<file path="src/rtl/uart_tx_fifo_cfg_pkg.sv">
// Shared definitions for the FIFO-fronted UART transmitter:
// parity encodings, FSM states and a clog2 helper that never returns zero.
package uart_tx_fifo_cfg_pkg;

  localparam logic [1:0] PAR_NONE = 2'b00;
  localparam logic [1:0] PAR_EVEN = 2'b01;
  localparam logic [1:0] PAR_ODD  = 2'b10;

  typedef enum logic [2:0] {
    ST_IDLE,
    ST_START,
    ST_DATA,
    ST_PARITY,
    ST_STOP
  } tx_state_e;

  function automatic int safe_clog2(input int n);
    return ($clog2(n) < 1) ? 1 : $clog2(n);
  endfunction

endpackage

</file>
<file path="src/rtl/uart_tx_fifo_cfg_fifo.sv">
// Input FIFO for the UART transmitter: registered read data, separately tracked
// level so full and empty are unambiguous, registered write-ready.
module uart_tx_fifo_cfg_fifo
  import uart_tx_fifo_cfg_pkg::*;
#(
  parameter int DATA_WIDTH = 8,
  parameter int FIFO_DEPTH = 4
) (
  input  logic                              clk,
  input  logic                              rst,
  input  logic                              wr_en,
  input  logic [DATA_WIDTH-1:0]             wr_data,
  output logic                              wr_ready,
  input  logic                              rd_en,
  output logic [DATA_WIDTH-1:0]             rd_data,
  output logic [$clog2(FIFO_DEPTH+1)-1:0]   level,
  output logic [$clog2(FIFO_DEPTH+1)-1:0]   level_nxt
);

  localparam int AW = safe_clog2(FIFO_DEPTH);
  localparam int LW = $clog2(FIFO_DEPTH + 1);

  logic [DATA_WIDTH-1:0] mem_q [FIFO_DEPTH];
  logic [DATA_WIDTH-1:0] mem_d [FIFO_DEPTH];
  logic [AW-1:0]         wr_ptr_q, wr_ptr_d, rd_ptr_q, rd_ptr_d;
  logic [LW-1:0]         level_q, level_d;
  logic [DATA_WIDTH-1:0] rd_data_q, rd_data_d;
  logic                  ready_q, ready_d;

  // Pointers wrap naturally because the depth is a power of two.
  always_comb begin
    mem_d     = mem_q;
    wr_ptr_d  = wr_ptr_q;
    rd_ptr_d  = rd_ptr_q;
    rd_data_d = rd_data_q;
    if (wr_en) begin
      mem_d[wr_ptr_q] = wr_data;
      wr_ptr_d        = wr_ptr_q + AW'(1);
    end
    if (rd_en) begin
      rd_data_d = mem_q[rd_ptr_q];
      rd_ptr_d  = rd_ptr_q + AW'(1);
    end
    level_d = level_q + LW'(wr_en) - LW'(rd_en);
    ready_d = (level_d != LW'(FIFO_DEPTH));
  end

  always_ff @(posedge clk) begin
    if (rst) begin
      wr_ptr_q  <= '0;
      rd_ptr_q  <= '0;
      level_q   <= '0;
      rd_data_q <= '0;
      ready_q   <= 1'b1;
    end else begin
      wr_ptr_q  <= wr_ptr_d;
      rd_ptr_q  <= rd_ptr_d;
      level_q   <= level_d;
      rd_data_q <= rd_data_d;
      ready_q   <= ready_d;
    end
  end

  always_ff @(posedge clk) begin
    mem_q <= mem_d;
  end

  assign wr_ready  = ready_q;
  assign rd_data   = rd_data_q;
  assign level     = level_q;
  assign level_nxt = level_d;

endmodule

</file>
<file path="src/rtl/uart_tx_fifo_cfg.sv">
// Parametrised UART transmitter fed from an AXI-Stream FIFO. Frame format and baud
// are latched when a word is popped, so config changes only affect later frames.
module uart_tx_fifo_cfg
  import uart_tx_fifo_cfg_pkg::*;
#(
  parameter int DATA_WIDTH = 8,
  parameter int FIFO_DEPTH = 4,
  parameter int OVERSAMPLE = 8
) (
  input  logic                            clk,
  input  logic                            rst,
  input  logic [DATA_WIDTH-1:0]           s_axis_tdata,
  input  logic                            s_axis_tvalid,
  output logic                            s_axis_tready,
  input  logic [15:0]                     prescale,
  input  logic [1:0]                      parity_mode,
  input  logic                            stop2,
  output logic                            txd,
  output logic                            busy,
  output logic                            tx_done,
  output logic [$clog2(FIFO_DEPTH+1)-1:0] fifo_level
);

  localparam int TW = 16 + $clog2(OVERSAMPLE);
  localparam int CW = safe_clog2(DATA_WIDTH + 1);
  localparam int LW = $clog2(FIFO_DEPTH + 1);
  localparam logic [CW-1:0] LAST_BIT = CW'(DATA_WIDTH - 1);

  tx_state_e             state_q, state_d;
  logic [DATA_WIDTH-1:0] shift_q, shift_d;
  logic [TW-1:0]         timer_q, timer_d, reload_q, reload_d, reload_new;
  logic [CW-1:0]         bit_cnt_q, bit_cnt_d;
  logic [1:0]            par_mode_q, par_mode_d;
  logic                  stop2_q, stop2_d, par_bit_q, par_bit_d;
  logic                  txd_q, txd_d, tx_done_q, tx_done_d, busy_q, busy_d;
  logic                  push, pop, load_frame, bit_end, par_en;
  logic [15:0]           prescale_eff;
  logic [DATA_WIDTH-1:0] fifo_data;
  logic [LW-1:0]         level, level_nxt;

  assign push = s_axis_tvalid && s_axis_tready;

  uart_tx_fifo_cfg_fifo #(
    .DATA_WIDTH(DATA_WIDTH),
    .FIFO_DEPTH(FIFO_DEPTH)
  ) u_fifo (
    .clk      (clk),
    .rst      (rst),
    .wr_en    (push),
    .wr_data  (s_axis_tdata),
    .wr_ready (s_axis_tready),
    .rd_en    (pop),
    .rd_data  (fifo_data),
    .level    (level),
    .level_nxt(level_nxt)
  );

  assign prescale_eff = (prescale == 16'd0) ? 16'd1 : prescale;
  assign reload_new   = TW'(prescale_eff) * TW'(OVERSAMPLE) - TW'(1);
  assign bit_end      = (timer_q == '0);
  assign par_en       = (par_mode_q == PAR_EVEN) || (par_mode_q == PAR_ODD);

  // The shifter is loaded at the start/data boundary, once the FIFO's registered
  // read data for the popped word is available.
  always_comb begin
    state_d    = state_q;
    shift_d    = shift_q;
    timer_d    = timer_q;
    reload_d   = reload_q;
    bit_cnt_d  = bit_cnt_q;
    par_mode_d = par_mode_q;
    stop2_d    = stop2_q;
    par_bit_d  = par_bit_q;
    tx_done_d  = 1'b0;
    load_frame = 1'b0;
    pop        = 1'b0;

    unique case (state_q)
      ST_IDLE: begin
        if (level != '0) load_frame = 1'b1;
      end
      ST_START: begin
        if (bit_end) begin
          state_d   = ST_DATA;
          shift_d   = fifo_data;
          par_bit_d = (par_mode_q == PAR_ODD) ? ~^fifo_data : ^fifo_data;
          bit_cnt_d = '0;
        end
      end
      ST_DATA: begin
        if (bit_end) begin
          shift_d = shift_q >> 1;
          if (bit_cnt_q == LAST_BIT) begin
            bit_cnt_d = '0;
            state_d   = par_en ? ST_PARITY : ST_STOP;
          end else begin
            bit_cnt_d = bit_cnt_q + CW'(1);
          end
        end
      end
      ST_PARITY: begin
        if (bit_end) state_d = ST_STOP;
      end
      ST_STOP: begin
        if (bit_end) begin
          if (stop2_q && (bit_cnt_q == '0)) begin
            bit_cnt_d = CW'(1);
          end else begin
            tx_done_d = 1'b1;
            if (level != '0) load_frame = 1'b1;
            else state_d = ST_IDLE;
          end
        end
      end
      default: state_d = ST_IDLE;
    endcase

    if (state_q != ST_IDLE) timer_d = bit_end ? reload_q : timer_q - TW'(1);

    if (load_frame) begin
      pop        = 1'b1;
      state_d    = ST_START;
      timer_d    = reload_new;
      reload_d   = reload_new;
      par_mode_d = parity_mode;
      stop2_d    = stop2;
      bit_cnt_d  = '0;
    end

    // txd follows the state one clock later, giving the two-edge push-to-start latency.
    unique case (state_q)
      ST_START:  txd_d = 1'b0;
      ST_DATA:   txd_d = shift_q[0];
      ST_PARITY: txd_d = par_bit_q;
      default:   txd_d = 1'b1;
    endcase

    busy_d = (state_d != ST_IDLE) || (level_nxt != '0);
  end

  always_ff @(posedge clk) begin
    if (rst) begin
      state_q    <= ST_IDLE;
      shift_q    <= '0;
      timer_q    <= '0;
      reload_q   <= '0;
      bit_cnt_q  <= '0;
      par_mode_q <= PAR_NONE;
      stop2_q    <= 1'b0;
      par_bit_q  <= 1'b0;
      txd_q      <= 1'b1;
      tx_done_q  <= 1'b0;
      busy_q     <= 1'b0;
    end else begin
      state_q    <= state_d;
      shift_q    <= shift_d;
      timer_q    <= timer_d;
      reload_q   <= reload_d;
      bit_cnt_q  <= bit_cnt_d;
      par_mode_q <= par_mode_d;
      stop2_q    <= stop2_d;
      par_bit_q  <= par_bit_d;
      txd_q      <= txd_d;
      tx_done_q  <= tx_done_d;
      busy_q     <= busy_d;
    end
  end

  assign txd        = txd_q;
  assign tx_done    = tx_done_q;
  assign busy       = busy_q;
  assign fifo_level = level;

endmodule

</file>
<file path="config.mk">
export PLATFORM = sky130hd
export DESIGN_NAME = uart_tx_fifo_cfg
export DESIGN_NICKNAME = d
export VERILOG_FILES = /design/src/rtl/uart_tx_fifo_cfg_pkg.sv /design/src/rtl/uart_tx_fifo_cfg_fifo.sv /design/src/rtl/uart_tx_fifo_cfg.sv
export SDC_FILE = /design/constraint.sdc
export NUM_CORES = 1
export LEC_CHECK = 0
export CAP_MARGIN = 15
export CORE_MARGIN = 4
export CORE_UTILIZATION = 50
export DETAILED_ROUTE_END_ITERATION = 7
export MAX_ROUTING_LAYER = met4
export PLACE_DENSITY = 0.72
export SLEW_MARGIN = 40
export SYNTH_ARGS = -nofsm -noshare
export SYNTH_HDL_FRONTEND = slang
export SYNTH_SLANG_ARGS = --single-unit
export TNS_END_PERCENT = 5
</file>
<file path="constraint.sdc">
create_clock -name clk -period 9.85 [get_ports clk]
set_input_delay 2.4625 -clock clk [delete_from_list [all_inputs] [get_ports clk]]
set_output_delay 2.4625 -clock clk [all_outputs]
set_load 0.02 [all_outputs]
</file>
# Word-level counts from Yosys, hierarchy flattened

Index checks and enable logic that the tools add are counted.

Bits in registers: 108
Bits of input ports: 30
Logic and storage cells: 106

Add/subtract/negate cells: 7
Order comparisons: 3
Eq/ne operators: 12
Multiplexer cells: 37
Bitwise operators: 4
Reduce and logical (&&, ||, !) cells: 23

Operator list:

| cell                                                      | number |
|---|---|
| two-way mux 19 bit                                        | 3 |
| two-way mux 8 bit                                         | 5 |
| subtractor 19 x 1 -> 19 bit (second input constant)       | 2 |
| bitwise mux 32 bit                                        | 1 |
| two-way mux 3 bit                                         | 9 |
| two-way mux 4 bit                                         | 5 |
| zero test 19 bit                                          | 1 |
| binary-select mux 8 bit (select 2 bit)                    | 1 |
| demux 8 bit (select 2 bit)                                | 1 |
| zero test 16 bit                                          | 1 |
| two-way mux 16 bit                                        | 1 |
| one-hot mux 8 bit (2 select lines)                        | 1 |
| one-hot mux 3 bit (5 select lines)                        | 1 |
| nonzero test 3 bit                                        | 5 |
| one-hot mux 4 bit (3 select lines)                        | 1 |
| != test 2 bit (second input constant)                     | 4 |
| XNOR reduction 8 bit                                      | 1 |
| parity 8 bit                                              | 1 |
| == test 3 x 2 -> 1 bit (second input constant)            | 2 |
| greater-or-equal comparator 3 bit (second input constant) | 2 |
| two-way mux 1 bit                                         | 6 |
| NOT 2 -> 3 bit                                            | 2 |
| AND reduction 5 bit                                       | 1 |
| adder 2 x 1 -> 2 bit (second input constant)              | 2 |
| other kinds (22)                                          | 27 |

# Logic depth before layout (Yosys ltp)

Word-level depth: 9
Mapped depth: 16

# Cells and area by module

From an unflattened synthesis, not the netlist that was laid out.

Cells, all modules: 540
Area, all modules: 5343.9 µm²

Modules (own cells, without submodules):

| module                | instances | cells an instance | area an instance (µm²) |
|---|---|---|---|
| uart_tx_fifo_cfg      | 1         | 422               | 3467.1 |
| uart_tx_fifo_cfg_fifo | 1         | 118               | 1876.8 |

# Least setup slack after synthesis

No wires, ideal clock.

Path kind: input port to flip-flop
From: in prescale[2]
To: reg timer_q[11]
Setup time: 132 ps
Arrival time: 4630 ps
Required time: 9718 ps
Setup slack: 5089 ps
Stages on the path: 12
Path buffers: 1
Cell sequence: or3_1 nor3_1 and2_1 a21oi_1 ha_1 nand2b_1 or3_1 clkbuf_1 or3_1 a21oi_1 a211oi_1 nor3_1

Word-level cells in the longest chain between the ends: 4

RTL lines:

| item                          | RTL line                | RTL |
|---|---|---|
| start: declaration            | uart_tx_fifo_cfg.sv:15  | `input logic [15:0] prescale,` |
| zero test 16 bit              | uart_tx_fifo_cfg.sv:58  | `assign prescale_eff = (prescale == 16'd0) ? 16'd1 : prescale;` |
| two-way mux 16 bit *          | uart_tx_fifo_cfg.sv:58  |  |
| subtractor 19 x 1 -> 19 bit * | uart_tx_fifo_cfg.sv:59  | `assign reload_new = TW'(prescale_eff) * TW'(OVERSAMPLE) - TW'(1);` |
| two-way mux 19 bit *          | uart_tx_fifo_cfg.sv:120 | `if (load_frame) begin` |
| end signal: assignment        | uart_tx_fifo_cfg.sv:157 | `timer_q <= timer_d;` |
| end: declaration              | uart_tx_fifo_cfg.sv:31  | `logic [TW-1:0] timer_q, timer_d, reload_q, reload_d, reload_new;` |

Every way passes the cells marked *; elsewhere a longest branch is shown, timed or not.
A chain may end at the register's enable or synchronous reset.

# Final worst setup path

From: in prescale[2]
To: reg timer_q[17]

Same word-level chain as after synthesis.

==> results.ini <==
[clock_tree]
clkSlewWorstSetupHoldPaths_ns = 0.11
tritoncts = yes
postCtsSetupRepairBufs = 0
cts_resized = 0
ctsHtreeMaxLevel = 3
clockBufferDepth = 2
numCtsBuffers = 9
clock-sinks = 106
clkLatencyLatePin_ns = 0.38
cts-root-buf = clkbuf_8
cts_hold_buf = 0

[die]
ioPinCount = 37
die_w_um = 110
coreArea_um2 = 9910
dieArea_um2 = 12000
die_h_um = 110
rows = 36
start_util_pct = 52.2

[logic_synthesis]
yosysSeqAreaShare_pct = 47.2
synth-edff-count = 32
yosys_register_bits = 106
syn_nets = 603
synth_cells = 561
yosys-top-cells-area = dfxtp_1 29%, edfxtp_1 19%, nand2_1 5.5%
yosysTopAreaCell = dfxtp_1
synth_top_area_share_pct = 28.7
yosys_most_used_dff = dfxtp_1
avgSynthCellArea_um2 = 9.22
synth.cell_area_um2 = 5170
yosysWarnings = 0
synth_cell_types = 55
synthArstFlopShare_pct = 0

[min_path]
worstHoldPathType = flip-flop to flip-flop
hold_depth = 2
min_to = par_mode_q[0]$_SDFFE_PP0P_
min_from = par_mode_q[0]$_SDFFE_PP0P_

[routing]
first_pass_iters = 5
antenna_left = 0
drt_iter0_drc = 248
vias = 4124
vias_per_cell = 5.73
wire_per_inst_um = 15.6
routed_wl_um = 11300
post-route-drc-count = 0

[sta]
relSlewSlack_pct = 44.6
max_freq_mhz = 197
tightest_slew_ns = 0.828
timing.final.crit_share_pct = 51.5
period_needed_ns = 5.07
finalSetupViolations = 0
fin_skew_ns = 0.0134
grt_setup_unrepaired = no
finalHoldViolations = 0
tns_ns = 0
slew_violations = 0
setup_ws_ns = 4.78
whs_ns = 0.457

[global_routing]
grt_max_degree = 72
overflow = 0
grt_antenna_before_repair = 0
grt_pass1_vias = 3951
grt_usage_pct = 20.6
grt_pass1_wl_um = 19000

[critical_path]
r2r_end = busy$_SDFF_PP0_
critPathCaptureType = flip-flop
path_cells = clkdlybuf4s50_1 > or3_1 > nor3_1 > and2_1 > a21oi_1 > ha_1 > nand2b_1 > or3_1 > nor3_1 > o21ai_0 > o41a_1 > a21oi_1
cp_top_family = simple AND/OR/NAND/NOR gates
worstSetupPathType = primary input to flip-flop
rrSetupSlack_ns = 6.14
cp-start-kind = primary input
crit_path_top_delay_cell = nor3_1
r2r_cells = 13
crit_required_ns = 10.08
cp_max_fo = 7
crit_path_max_incr_delay_ns = 0.47
crit_buf_inv = 1
reg2reg_from = timer_q[0]$_SDFFE_PP0P_
arrival_ns = 5.30

[finish]
final_cell_mix = 75 x nand2_1, 74 x dfxtp_1, 67 x nor2_1
drive_above_1_share_pct = 7.84
diodes = 0
nNetsFinal = 624
final_common_cell = nand2_1
syn_to_final_growth_pct = 12.3

[power]
p_leak_nw = 2.01
p_total_w = 0.00163
ir_worst_vdd_uv = 131
cellPowerDensity_nw_per_um2 = 281

[placement]
io_buffers = 36
gp_congestion = 0.856
place_hpwl_um = 7680
pre_cts_ws_ns = 4.38

[flow_run]
max_cap_violations = 0

[status]
status = finished, final reports clean

[state kept, by name (all words and copies together), names as in the netlist]
name / cells
shift_q: 8
par_mode_q: 2
state_q: 3
u_fifo.rd_data: 8
busy: 1
u_fifo.mem_q: 32
u_fifo.wr_ready: 1
par_bit_q: 1
tx_done: 1
u_fifo.level: 3
u_fifo.wr_ptr_q: 2
bit_cnt_q: 4
timer_q: 19
txd: 1
stop2_q: 1
reload_q: 17
u_fifo.rd_ptr_q: 2
[metal layers]
metal  GRT usage [%]  wire length, um  vias to the layer above
li1                -                -                     2057
met1            25.0             5010                     1948
met2            34.3             5440                      100
met3            3.93              562                       19
met4            7.39              246                        0
met5               -                0                        -
[Yosys cell counts (2+ instances only)]
| cell | number |
|---|---|
| buf_1 | 4 |
| a31oi_1 | 3 |
| a21boi_0 | 3 |
| o21a_1 | 4 |
| o211ai_1 | 7 |
| nand3_1 | 10 |
| or4_4 | 2 |
| nor4_1 | 14 |
| xnor2_1 | 20 |
| nor2b_1 | 3 |
| and2_1 | 6 |
| mux2_2 | 2 |
| or3_2 | 2 |
| clkbuf_1 | 21 |
| nand2b_1 | 4 |
| or3_1 | 9 |
| nand3b_1 | 4 |
| and2_0 | 2 |
| nand4_1 | 3 |
| ha_1 | 11 |
| a211oi_1 | 12 |
| o21ai_0 | 17 |
| a311oi_1 | 13 |
| edfxtp_1 | 32 |
| dfxtp_1 | 74 |
| nand2_1 | 76 |
| o31ai_1 | 5 |
| nor3_1 | 21 |
| mux4_2 | 8 |
| or4_1 | 3 |
| or2_2 | 2 |
| nor3b_1 | 2 |
| inv_1 | 15 |
| xor2_1 | 10 |
| and3_1 | 4 |
| o211a_1 | 2 |
| buf_2 | 5 |
| a21oi_1 | 43 |
| nor2_1 | 67 |
[worst max path at each step]
| stage | depth (start not counted) | startpoint | to | slack [ns] |
|---|---|---|---|---|
| 2_1_floorplan | 12 | prescale[2] | timer_q[11]$_SDFFE_PP0P_ | 5.09 |
| 3_3_place_gp | 12 | prescale[2] | timer_q[11]$_SDFFE_PP0P_ | 4.52 |
| 3_5_place_dp | 12 | prescale[2] | timer_q[13]$_SDFFE_PP0P_ | 4.38 |
| 4_1_cts | 12 | prescale[2] | timer_q[13]$_SDFFE_PP0P_ | 4.79 |
| 5_1_grt | 12 | prescale[2] | timer_q[11]$_SDFFE_PP0P_ | 4.52 |
| 6_report | 12 | prescale[2] | timer_q[17]$_SDFFE_PP0P_ | 4.78 |
[cell type report]
| class | instances | area, um2 |
|---|---|---|
| clock buffers | 9 | 124 |
| well taps | 133 | 166 |
| fillers | 888 | 4100 |
| repair buffers | 41 | 393 |
| flip-flops and latches | 106 | 2440 |
| inverters | 15 | 56.3 |
| multi-input cells | 409 | 2560 |
| clock inverters | 7 | 62.6 |
[logic make-up (layout without fill, tap and decap cells)]
group	Yosys count	in the layout	synth area share [%]
buffers and inverters	46	72	3.61
muxes	11	11	4.11
adders and majority gates	12	12	3.05
DFF	106	106	47.2
AOI/OAI and AO/OA	116	116	14.5
and+or+nand+nor	240	240	22.4
xor gates and xnor gates	30	30	5.08
[worst min-delay path: stages, from the launching register on]
cell and delay [ns]:
dfxtp_1 0.33, nand2_1 0.05, a21oi_1 0.05
[report_power, final]
part	internal, W	total (W)	switching, W
clock network	0.0000974	0.000258	0.000160
registers	0.000552	0.000649	0.0000970
logic	0.000305	0.000725	0.000420
[per-stage QoR]
stage               instances  instance area, um2  utilization, %
CTS                       720                5800            58.5
detailed placement        704                5610            56.6
finish                    720                5810            58.6
floorplan                 561                5170               -
global route              720                5810            58.6
global placement          704                5610            56.6
Power figures use the tool's default switching activity.
